<file path="src/rtl/regfile_writeback_if.sv">
// Bundle of the producer channels, register-file write port and bypass queries
// for regfile_writeback; the design connects through the slave modport.
interface regfile_writeback_if #(
  parameter int DATA_W = 64,
  parameter int ADDR_W = 5
);
  logic              alu_valid;
  logic              alu_ready;
  logic [ADDR_W-1:0] alu_rd;
  logic [DATA_W-1:0] alu_data;

  logic              ld_valid;
  logic              ld_ready;
  logic [ADDR_W-1:0] ld_rd;
  logic [DATA_W-1:0] ld_data;

  logic              wb_hold;
  logic              wb_we;
  logic [ADDR_W-1:0] wb_rd;
  logic [DATA_W-1:0] wb_wd;

  logic [ADDR_W-1:0] q1_rs;
  logic [ADDR_W-1:0] q2_rs;
  logic              q1_hit;
  logic              q2_hit;
  logic [DATA_W-1:0] q1_data;
  logic [DATA_W-1:0] q2_data;

  modport master (
    output alu_valid, alu_rd, alu_data, input alu_ready,
    output ld_valid, ld_rd, ld_data, input ld_ready,
    output wb_hold, input wb_we, wb_rd, wb_wd,
    output q1_rs, q2_rs, input q1_hit, q2_hit, q1_data, q2_data
  );

  modport slave (
    input alu_valid, alu_rd, alu_data, output alu_ready,
    input ld_valid, ld_rd, ld_data, output ld_ready,
    input wb_hold, output wb_we, wb_rd, wb_wd,
    input q1_rs, q2_rs, output q1_hit, q2_hit, q1_data, q2_data
  );
endinterface

</file>
<file path="src/rtl/regfile_writeback.sv">
// Write-side front end of the integer register file: round-robin ALU/load arbitration,
// in-order FIFO drained onto the single write port, youngest-wins bypass (WB_BYPASS_EN).
module regfile_writeback #(
  parameter int DATA_W = 64,
  parameter int ADDR_W = 5,
  parameter int DEPTH  = 4
) (
  input  logic                       clk,
  input  logic                       rst_n,
  regfile_writeback_if.slave         bus,
  output logic [$clog2(DEPTH+1)-1:0] count,
  output logic                       full,
  output logic                       empty
);
  localparam int CNT_W = $clog2(DEPTH + 1);
  localparam int PTR_W = $clog2(DEPTH);

  typedef enum logic {SRC_ALU = 1'b0, SRC_LD = 1'b1} src_e;

  src_e              prio_q, prio_d;
  logic [ADDR_W-1:0] fifo_rd_q   [DEPTH];
  logic [ADDR_W-1:0] fifo_rd_d   [DEPTH];
  logic [DATA_W-1:0] fifo_data_q [DEPTH];
  logic [DATA_W-1:0] fifo_data_d [DEPTH];
  logic [PTR_W-1:0]  wr_ptr_q, wr_ptr_d;
  logic [PTR_W-1:0]  rd_ptr_q, rd_ptr_d;
  logic [CNT_W-1:0]  count_q, count_d;
  logic              wb_we_q, wb_we_d;
  logic [ADDR_W-1:0] wb_rd_q, wb_rd_d;
  logic [DATA_W-1:0] wb_wd_q, wb_wd_d;

  logic              alu_fire, ld_fire, push, pop;
  logic [ADDR_W-1:0] enq_rd;
  logic [DATA_W-1:0] enq_data;

  assign full  = (count_q == CNT_W'(DEPTH));
  assign empty = (count_q == '0);
  assign count = count_q;

  assign bus.alu_ready = !full && (!bus.ld_valid  || prio_q == SRC_ALU);
  assign bus.ld_ready  = !full && (!bus.alu_valid || prio_q == SRC_LD);

  assign bus.wb_we = wb_we_q;
  assign bus.wb_rd = wb_rd_q;
  assign bus.wb_wd = wb_wd_q;

  // At most one channel can fire; rd==0 completes the handshake but is never stored.
  always_comb begin
    alu_fire    = bus.alu_valid && bus.alu_ready;
    ld_fire     = bus.ld_valid  && bus.ld_ready;
    enq_rd      = alu_fire ? bus.alu_rd   : bus.ld_rd;
    enq_data    = alu_fire ? bus.alu_data : bus.ld_data;
    push        = (alu_fire || ld_fire) && (enq_rd != '0);
    pop         = !empty && !bus.wb_hold;

    prio_d      = prio_q;
    fifo_rd_d   = fifo_rd_q;
    fifo_data_d = fifo_data_q;
    wr_ptr_d    = wr_ptr_q;
    rd_ptr_d    = rd_ptr_q;
    count_d     = count_q;
    wb_we_d     = pop;
    wb_rd_d     = wb_rd_q;
    wb_wd_d     = wb_wd_q;

    if (bus.alu_valid && bus.ld_valid && (alu_fire || ld_fire)) begin
      prio_d = (prio_q == SRC_ALU) ? SRC_LD : SRC_ALU;
    end

    if (push) begin
      fifo_rd_d[wr_ptr_q]   = enq_rd;
      fifo_data_d[wr_ptr_q] = enq_data;
      wr_ptr_d              = wr_ptr_q + PTR_W'(1);
    end

    if (pop) begin
      wb_rd_d  = fifo_rd_q[rd_ptr_q];
      wb_wd_d  = fifo_data_q[rd_ptr_q];
      rd_ptr_d = rd_ptr_q + PTR_W'(1);
    end

    case ({push, pop})
      2'b10:   count_d = count_q + CNT_W'(1);
      2'b01:   count_d = count_q - CNT_W'(1);
      default: count_d = count_q;
    endcase
  end

  always_ff @(posedge clk or negedge rst_n) begin
    if (!rst_n) begin
      prio_q   <= SRC_ALU;
      wr_ptr_q <= '0;
      rd_ptr_q <= '0;
      count_q  <= '0;
      wb_we_q  <= 1'b0;
      wb_rd_q  <= '0;
      wb_wd_q  <= '0;
      for (int i = 0; i < DEPTH; i++) begin
        fifo_rd_q[i]   <= '0;
        fifo_data_q[i] <= '0;
      end
    end else begin
      prio_q      <= prio_d;
      wr_ptr_q    <= wr_ptr_d;
      rd_ptr_q    <= rd_ptr_d;
      count_q     <= count_d;
      wb_we_q     <= wb_we_d;
      wb_rd_q     <= wb_rd_d;
      wb_wd_q     <= wb_wd_d;
      fifo_rd_q   <= fifo_rd_d;
      fifo_data_q <= fifo_data_d;
    end
  end

`ifdef WB_BYPASS_EN
  logic [ADDR_W-1:0] q_rs   [2];
  logic              q_hit  [2];
  logic [DATA_W-1:0] q_data [2];
  logic [PTR_W-1:0]  idx;

  assign q_rs[0]     = bus.q1_rs;
  assign q_rs[1]     = bus.q2_rs;
  assign bus.q1_hit  = q_hit[0];
  assign bus.q2_hit  = q_hit[1];
  assign bus.q1_data = q_data[0];
  assign bus.q2_data = q_data[1];

  // Scan oldest to youngest (output register first) so later matches overwrite earlier ones.
  always_comb begin
    idx = '0;
    for (int p = 0; p < 2; p++) begin
      q_hit[p]  = 1'b0;
      q_data[p] = '0;
      if (wb_we_q && wb_rd_q == q_rs[p]) begin
        q_hit[p]  = 1'b1;
        q_data[p] = wb_wd_q;
      end
      for (int i = 0; i < DEPTH; i++) begin
        idx = rd_ptr_q + PTR_W'(i);
        if (CNT_W'(i) < count_q && fifo_rd_q[idx] == q_rs[p]) begin
          q_hit[p]  = 1'b1;
          q_data[p] = fifo_data_q[idx];
        end
      end
      if (q_rs[p] == '0) begin
        q_hit[p]  = 1'b0;
        q_data[p] = '0;
      end
    end
  end
`else
  logic unused_query;

  assign unused_query = ^{bus.q1_rs, bus.q2_rs};
  assign bus.q1_hit   = 1'b0;
  assign bus.q2_hit   = 1'b0;
  assign bus.q1_data  = '0;
  assign bus.q2_data  = '0;
`endif

endmodule

</file>
<file path="src/flat_wrapper.sv">
// flat-port wrapper written by rule: the top's interface ports become plain ports
module regfile_writeback_flat 
#(
  parameter int DATA_W = 64,
  parameter int ADDR_W = 5,
  parameter int DEPTH  = 4
)
  (clk, rst_n, count, full, empty, bus_alu_valid, bus_alu_rd, bus_alu_data, bus_alu_ready, bus_ld_valid, bus_ld_rd, bus_ld_data, bus_ld_ready, bus_wb_hold, bus_wb_we, bus_wb_rd, bus_wb_wd, bus_q1_rs, bus_q2_rs, bus_q1_hit, bus_q2_hit, bus_q1_data, bus_q2_data);
  regfile_writeback_if #(.DATA_W(DATA_W), .ADDR_W(ADDR_W)) bus_i ();
  input  logic clk;
  input  logic rst_n;
  output logic [$clog2(DEPTH+1)-1:0] count;
  output logic full;
  output logic empty;
  input wire logic [$bits(bus_i.alu_valid)-1:0] bus_alu_valid;
  input wire logic [$bits(bus_i.alu_rd)-1:0] bus_alu_rd;
  input wire logic [$bits(bus_i.alu_data)-1:0] bus_alu_data;
  output wire logic [$bits(bus_i.alu_ready)-1:0] bus_alu_ready;
  input wire logic [$bits(bus_i.ld_valid)-1:0] bus_ld_valid;
  input wire logic [$bits(bus_i.ld_rd)-1:0] bus_ld_rd;
  input wire logic [$bits(bus_i.ld_data)-1:0] bus_ld_data;
  output wire logic [$bits(bus_i.ld_ready)-1:0] bus_ld_ready;
  input wire logic [$bits(bus_i.wb_hold)-1:0] bus_wb_hold;
  output wire logic [$bits(bus_i.wb_we)-1:0] bus_wb_we;
  output wire logic [$bits(bus_i.wb_rd)-1:0] bus_wb_rd;
  output wire logic [$bits(bus_i.wb_wd)-1:0] bus_wb_wd;
  input wire logic [$bits(bus_i.q1_rs)-1:0] bus_q1_rs;
  input wire logic [$bits(bus_i.q2_rs)-1:0] bus_q2_rs;
  output wire logic [$bits(bus_i.q1_hit)-1:0] bus_q1_hit;
  output wire logic [$bits(bus_i.q2_hit)-1:0] bus_q2_hit;
  output wire logic [$bits(bus_i.q1_data)-1:0] bus_q1_data;
  output wire logic [$bits(bus_i.q2_data)-1:0] bus_q2_data;
  assign bus_i.alu_valid = bus_alu_valid;
  assign bus_i.alu_rd = bus_alu_rd;
  assign bus_i.alu_data = bus_alu_data;
  assign bus_alu_ready = bus_i.alu_ready;
  assign bus_i.ld_valid = bus_ld_valid;
  assign bus_i.ld_rd = bus_ld_rd;
  assign bus_i.ld_data = bus_ld_data;
  assign bus_ld_ready = bus_i.ld_ready;
  assign bus_i.wb_hold = bus_wb_hold;
  assign bus_wb_we = bus_i.wb_we;
  assign bus_wb_rd = bus_i.wb_rd;
  assign bus_wb_wd = bus_i.wb_wd;
  assign bus_i.q1_rs = bus_q1_rs;
  assign bus_i.q2_rs = bus_q2_rs;
  assign bus_q1_hit = bus_i.q1_hit;
  assign bus_q2_hit = bus_i.q2_hit;
  assign bus_q1_data = bus_i.q1_data;
  assign bus_q2_data = bus_i.q2_data;
  regfile_writeback #(.DATA_W(DATA_W), .ADDR_W(ADDR_W), .DEPTH(DEPTH)) u_core (.clk(clk), .rst_n(rst_n), .bus(bus_i), .count(count), .full(full), .empty(empty));
endmodule
</file>
<file path="config.mk">
export PLATFORM = sky130hd
export DESIGN_NAME = regfile_writeback_flat
export DESIGN_NICKNAME = d
export VERILOG_FILES = /design/src/rtl/regfile_writeback_if.sv /design/src/rtl/regfile_writeback.sv /design/src/flat_wrapper.sv
export SDC_FILE = /design/constraint.sdc
export NUM_CORES = 1
export LEC_CHECK = 0
export BUFFER_PORTS_ARGS = -buffer_cell sky130_fd_sc_hd__buf_2
export CAP_MARGIN = 5
export CORE_MARGIN = 2
export CORE_UTILIZATION = 45
export DETAILED_ROUTE_END_ITERATION = 6
export GPL_TIMING_DRIVEN = 0
export PLACE_DENSITY = 0.68
export SLEW_MARGIN = 30
export SYNTH_ARGS = -nofsm -noshare
export SYNTH_HDL_FRONTEND = slang
export SYNTH_SLANG_ARGS = --single-unit
</file>
<file path="constraint.sdc">
create_clock -name clk -period 3.32 [get_ports clk]
set_input_delay 0.166 -clock clk [delete_from_list [all_inputs] [get_ports clk]]
set_output_delay 0.166 -clock clk [all_outputs]
set_load 0.02 [all_outputs]
</file>
# Word-level counts from Yosys, hierarchy flattened
# Index checks and enable logic that the tools add are counted.
# totals
in_bits	153
mem_count	0
wordCells	64
reg_bits	354
mem_bits_ro	0
latchBits	0
out_inout_bits	207
ram_bits	0
# op_classes
mul	0
n_lt_le_gt_ge	3
bitwise	3
reduce_logical	20
muxes	16
add_sub_neg	4
div_mod_pow	0
eq_ne	3
shift	0
# ops
operator	count
bitwise mux 256 bit	1
two-way mux 64 bit	4
binary-select mux 64 bit (select 2 bit)	1
demux 64 bit (select 2 bit)	1
bitwise mux 20 bit	1
two-way mux 5 bit	4
binary-select mux 5 bit (select 2 bit)	1
demux 5 bit (select 2 bit)	1
logical AND 1 bit	9
>= comparator 3 bit (second input constant)	2
NOT 2 -> 3 bit	2
case mux 3 bit (2 select lines)	1
zero test 1 bit	5
nonzero test 5 bit	1
adder 2 x 1 -> 2 bit (second input constant)	2
adder 3 x 1 -> 3 bit (second input constant)	1
equality test 3 bit (second input constant)	1
zero test 3 bit	1
logical OR 1 bit	3
< comparator 3 x 1 -> 1 bit (second input constant)	1
subtractor 3 x 1 -> 3 bit (second input constant)	1
equality test 2 x 1 -> 1 bit (second input constant)	1
equality test 2 bit (second input constant)	1
nonzero test 2 bit	1
other kinds (2)	2

# Longest topological paths before layout
# logic_depth
ltp_word	9
ltp_mapped	12
ltp_nobuf	11

# Worst setup path after synthesis
# No wires, ideal clock.
# synth_timing
path_type	flip-flop to flip-flop
start	reg u_core.count_q[1] (netlist: u_core.count[1])
end	reg u_core.count_q[2] (netlist: u_core.count[2])
setup_slack_ns	0.745
path_buffers	1
synth_period_minus_slack_ns	2.575
required_time_ns	3.240
setup_time_ns	0.080
stages_incl_launch_ff	12
arrival_ns	2.496
path_cell_list	dfrtp_1 > or3b_1 > buf_4 > a211oi_4 > nor3_1 > inv_1 > ha_1 > inv_1 > fa_1 > xor2_1 > nor2_1 > xor2_1
# synth_between
elab_chain_len	9
word_cells_on_any_way	19
classes_between	add/sub: 2; eq/ne: 3; mux: 2; reduce/logical: 12
# synth_rtl
item	line_no	source
from (decl)	regfile_writeback.sv:27	logic [CNT_W-1:0] count_q, count_d;
from (signal assigned)	regfile_writeback.sv:106	count_q <= count_d;
equality test 3 bit	regfile_writeback.sv:36	assign full = (count_q == CNT_W'(DEPTH));
zero test 1 bit	regfile_writeback.sv:40, regfile_writeback.sv:41	
logical AND 1 bit	regfile_writeback.sv:40	assign bus.alu_ready = !full && (!bus.ld_valid || prio_q == SRC_ALU);
logical AND 1 bit	regfile_writeback.sv:49	alu_fire = bus.alu_valid && bus.alu_ready;
two-way mux 5 bit	regfile_writeback.sv:51	enq_rd = alu_fire ? bus.alu_rd : bus.ld_rd;
nonzero test 5 bit	regfile_writeback.sv:53	push = (alu_fire || ld_fire) && (enq_rd != '0);
logical AND 1 bit	regfile_writeback.sv:53	
equality test 2 x 1 -> 1 bit or equality test 2 bit (tied branches)	regfile_writeback.sv:82	case ({push, pop})
case mux 3 bit (2 select lines) or nonzero test 2 bit (tied branches)	--	
# Parallel ways exist; a longest one is shown, timed or not.
# A chain may end at the register's enable or synchronous reset.

# Worst setup path after layout
# layout_timing
start	reg u_core.count_q[0] (netlist: u_core.count[0])
end	reg u_core.count_q[2] (netlist: u_core.count[2])
# layout_between
word_cells_on_any_way	19
classes_between	add/sub: 2; eq/ne: 3; mux: 2; reduce/logical: 12
# layout_rtl
item	line_no	source
zero test 3 bit (*)	regfile_writeback.sv:37	assign empty = (count_q == '0);
zero test 1 bit (*)	regfile_writeback.sv:54	pop = !empty && !bus.wb_hold;
logical AND 1 bit (*)	regfile_writeback.sv:54	
net u_core.pop	regfile_writeback.sv:32	logic alu_fire, ld_fire, push, pop;
equality test 2 x 1 -> 1 bit or equality test 2 bit (tied branches)	regfile_writeback.sv:82	
case mux 3 bit (2 select lines) or nonzero test 2 bit (tied branches)	--	
# Mark *: on every way through the listed nets, which the timed path passes. The rest lies on a longest branch.

==> impl_metrics.csv <==
group,metric,value,unit
floorplan,fp-row-count,70,
synth,most_area_consuming_cells_after_synthesis,"sky130_fd_sc_hd__dfrtp_1, sky130_fd_sc_hd__mux2_2, sky130_fd_sc_hd__mux4_2, sky130_fd_sc_hd__buf_4, sky130_fd_sc_hd__mux2_1",
synth,netlist.top_cell.by_area,"sky130_fd_sc_hd__dfrtp_1",
pwr,pwr_density_cell,1010,mW/mm^2
synth,main_flop_type_after_synthesis,"sky130_fd_sc_hd__dfrtp_1",
drt,detail_route.wirelength,35700,microns
clock_tree,number_of_buffers_created_by_cts,40,
drt,number_of_nets_still_failing_antenna_checks_after_routing,0,
clock_tree,cts_resized,0,
synth,syn_area_per_cell,15.5,sq um
timing,fin_crit_sh,0.921,
floorplan,core-area,0.0367,sq mm
setup_path,critPathLaunchType,"flop",
global_routing,grt_pass1_wl,55600,microns
setup_path,worst_r2r_endpoint,"u_core.count[2]",
drt,avgViaCountPerCell,4.92,
synth,yosysSeqAreaShare,0.527,
clock_tree,cts-root-to-sink-buffers,3,
drt,wl_per_cell,18.1,microns
synth,synth_top_area_share,0.527,
timing,layout_min_cycle_time,3.06,ns
placed_design,routabilityCongestion,0.742,
pwr,totalPowerFinal,20700,uW
drt,drtIter0Drc,405,
setup_path,reg2regPathDepth,9,
timing,post-route-worst-setup-slack,0.261,ns
clock_tree,cts-htree-levels,2,
layout,design.final.nets,1636,
global_routing,globalRouteOverflowTotal,0,
synth,synthDistinctLibCells,33,
timing,report.final.setup_viol,0,
min_path,worst_hold_path.endpoint,"u_core.fifo_data_q[55]",
setup_path,crit_required,3.75,ns
timing,slew_of_the_pin_with_the_lowest_slew_margin,0.834,ns
global_routing,grt_antenna_before_repair,2,
floorplan,design.die.area,0.0389,sq mm
pwr,vdd_drop_max,0.000525,V
global_routing,grt_pass1_vias,9781,
synth,syn_inst,1083,
timing,finClkSkew,0.0168,ns
pwr,static-leakage-power,0.00935,uW
setup_path,worst_r2r_startpoint,"u_core.count[0]",
setup_path,element_type_at_the_critical_path_end,"flop",
global_routing,grt_start_max_net_pins,89,
drt,drcViolationCount,0,
run_status,status,"finished clean",
synth,ys_ff_latch,354,
setup_path,r2r_setup_slack,0.26,ns
synth,synthTopCellsByCount,"sky130_fd_sc_hd__mux2_2, sky130_fd_sc_hd__dfrtp_1, sky130_fd_sc_hd__buf_4, sky130_fd_sc_hd__mux4_2, sky130_fd_sc_hd__mux2_1",
floorplan,overall_die_height,197,microns
timing,unrepaired_setup_endpoints_after_global_routing,"no",
layout,syn2layout_area_growth,21.4,%
synth,edff_count_synth,0,
placed_design,numPortBuffers,217,
clock_tree,cts_tree,"done",
min_path,hold_class,"in2reg",
flow_run,cap_viol_max_count,0,
clock_tree,clkSinkCount,354,
global_routing,global_route.usage.total,0.184,
placed_design,dp_hpwl,24900,microns
synth,most_frequent_cell_after_synthesis,"sky130_fd_sc_hd__mux2_2",
setup_path,critPathMaxFanout,11,
clock_tree,clock_tree.root_cell,"sky130_fd_sc_hd__clkbuf_16",
drt,first_pass_iters,4,
timing,hold-worst-slack,0.0560,ns
clock_tree,clk_pin_slew_worst_paths,0.06,ns
floorplan,chipWidth,197,microns
floorplan,start_util,0.458,
timing,slew_headroom,0.444,
timing,hold_viol_final,0,
timing,maxSlewViolCount,0,
drt,route.vias.total,9728,
layout,final_layout_size_suffix_gt1_frac,0.590,
synth,syn_area,0.0168,sq mm
min_path,hold_startpoint,"bus_alu_data[55]",
floorplan,io_pins,360,
min_path,min_path_cells,3,
synth,synth_warnings,0,
setup_path,setup.worst_path.class,"reg2reg",
clock_tree,clock_insertion_delay_at_the_later_pin_of_the_skew_report,0.52,ns
synth,asyncSetResetFlopFracSynth,1.00,
placed_design,dp_slack,0.281,ns
timing,upper_clock_frequency_limit,0.327,GHz
setup_path,worstPathArrival,3.49,ns
setup_path,cp-startpoint,"u_core.count[0]",
metal layers:
layer | up-vias | share of wire | track usage
li1 | 4468 | - | -
met1 | 4943 | 0.44 | 0.254
met2 | 270 | 0.48 | 0.303
met3 | 47 | 0.051 | 0.0316
met4 | 0 | 0.022 | 0.0496
met5 | - | 0 | 0
power by group:
| part | switching [uW] | internal (uW) |
|---|---|---|
| clock network | 1720 | 2580 |
| logic | 3920 | 4790 |
| registers | 1090 | 6610 |
worst max path at each step:
| stage | to | slack (ns) |
|---|---|---|
| 2_1_floorplan | u_core.count[2] | 0.74 |
| 3_3_place_gp | u_core.fifo_data_q[222] | -4.69 |
| 3_5_place_dp | u_core.count[2] | 0.28 |
| 4_1_cts | u_core.count[2] | 0.24 |
| 5_1_grt | u_core.count[2] | 0.08 |
| 6_report | u_core.count[2] | 0.26 |
logic make-up (layout without fill, tap and decap cells):
| logic type | Yosys count | count (layout) | share of synthesized area |
|---|---|---|---|
| AO/OA/AOI/OAI | 19 | 19 | 0.00840 |
| XOR/XNOR | 7 | 7 | 0.00364 |
| adder cells (fa/ha/maj) | 6 | 6 | 0.00491 |
| buffers and inverters | 199 | 493 | 0.0808 |
| flip-flops | 354 | 354 | 0.527 |
| multiplexers | 481 | 481 | 0.368 |
| other | 1 | 132 | 0.000223 |
| AND/OR/NAND/NOR | 16 | 16 | 0.00736 |
per-stage QoR:
| step | util | area, sq um | setup TNS [ns] | cells |
|---|---|---|---|---|
| after floorplan | - | 17300 | 0 | 1212 |
| final | 0.556 | 20400 | 0 | 1976 |
| after global placement | 0.517 | 19000 | -1646.26 | 1897 |
| after detailed placement | 0.520 | 19100 | 0 | 1901 |
| after CTS | 0.556 | 20400 | 0 | 1974 |
| after global routing | 0.556 | 20400 | 0 | 1974 |
flip-flops by register name (all words and copies together) (netlist names):
| signal | cells |
|---|---|
| u_core.bus.wb_we | 1 |
| u_core.bus.wb_rd | 5 |
| u_core.rd_ptr_q | 2 |
| u_core.fifo_rd_q | 20 |
| u_core.count | 3 |
| u_core.wr_ptr_q | 2 |
| u_core.prio_q | 1 |
| u_core.fifo_data_q | 256 |
| u_core.bus.wb_wd | 64 |
worst max-delay path, stage by stage, from the launching register on:
cell,delay [ns]
sky130_fd_sc_hd__dfrtp_1,0.44
sky130_fd_sc_hd__nor3_1,0.14
sky130_fd_sc_hd__nor2_2,0.62
sky130_fd_sc_hd__clkbuf_1,0.59
sky130_fd_sc_hd__ha_1,0.30
sky130_fd_sc_hd__inv_1,0.06
sky130_fd_sc_hd__fa_1,0.38
sky130_fd_sc_hd__xor2_1,0.15
sky130_fd_sc_hd__nor2_1,0.13
sky130_fd_sc_hd__xor2_1,0.15
layout make-up:
cell class / count / area (sq um)
clock buffer: 56 / 1150
multi-input combinational: 659 / 7090
antenna: 2 / 5.00
tap: 468 / 586
timing repair buffer: 223 / 1230
sequential: 354 / 8860
fill: 3040 / 16300
buffer: 191 / 1330
clock inverter: 15 / 136
inverter: 8 / 30.0
placed cells by master, fill, tap and decap left out, drive strengths merged:
cell / count
mux2: 410
buf: 394
dfrtp: 354
conb: 130
clkbuf: 74
mux4: 69
inv: 11
clkinv: 10
nor3: 7
o21ai: 5
ha: 5
o31ai: 4
xnor2: 4
o211ai: 4
a21oi: 3
xor2: 3
diode: 2
mux2i: 2
nand2: 2
bufinv: 2
dlygate4sd3: 2
nor2: 2
or4: 2
nand3: 1
or3b: 1
a21bo: 1
nor4: 1
a21boi: 1
a211oi: 1
fa: 1
what timing repair did:
action,CTS,global route
endpoints found under the hold margin,188,0
buffers inserted,0,0
hold buffers,2,0
No activity file was read; power rests on OpenSTA's default activity.
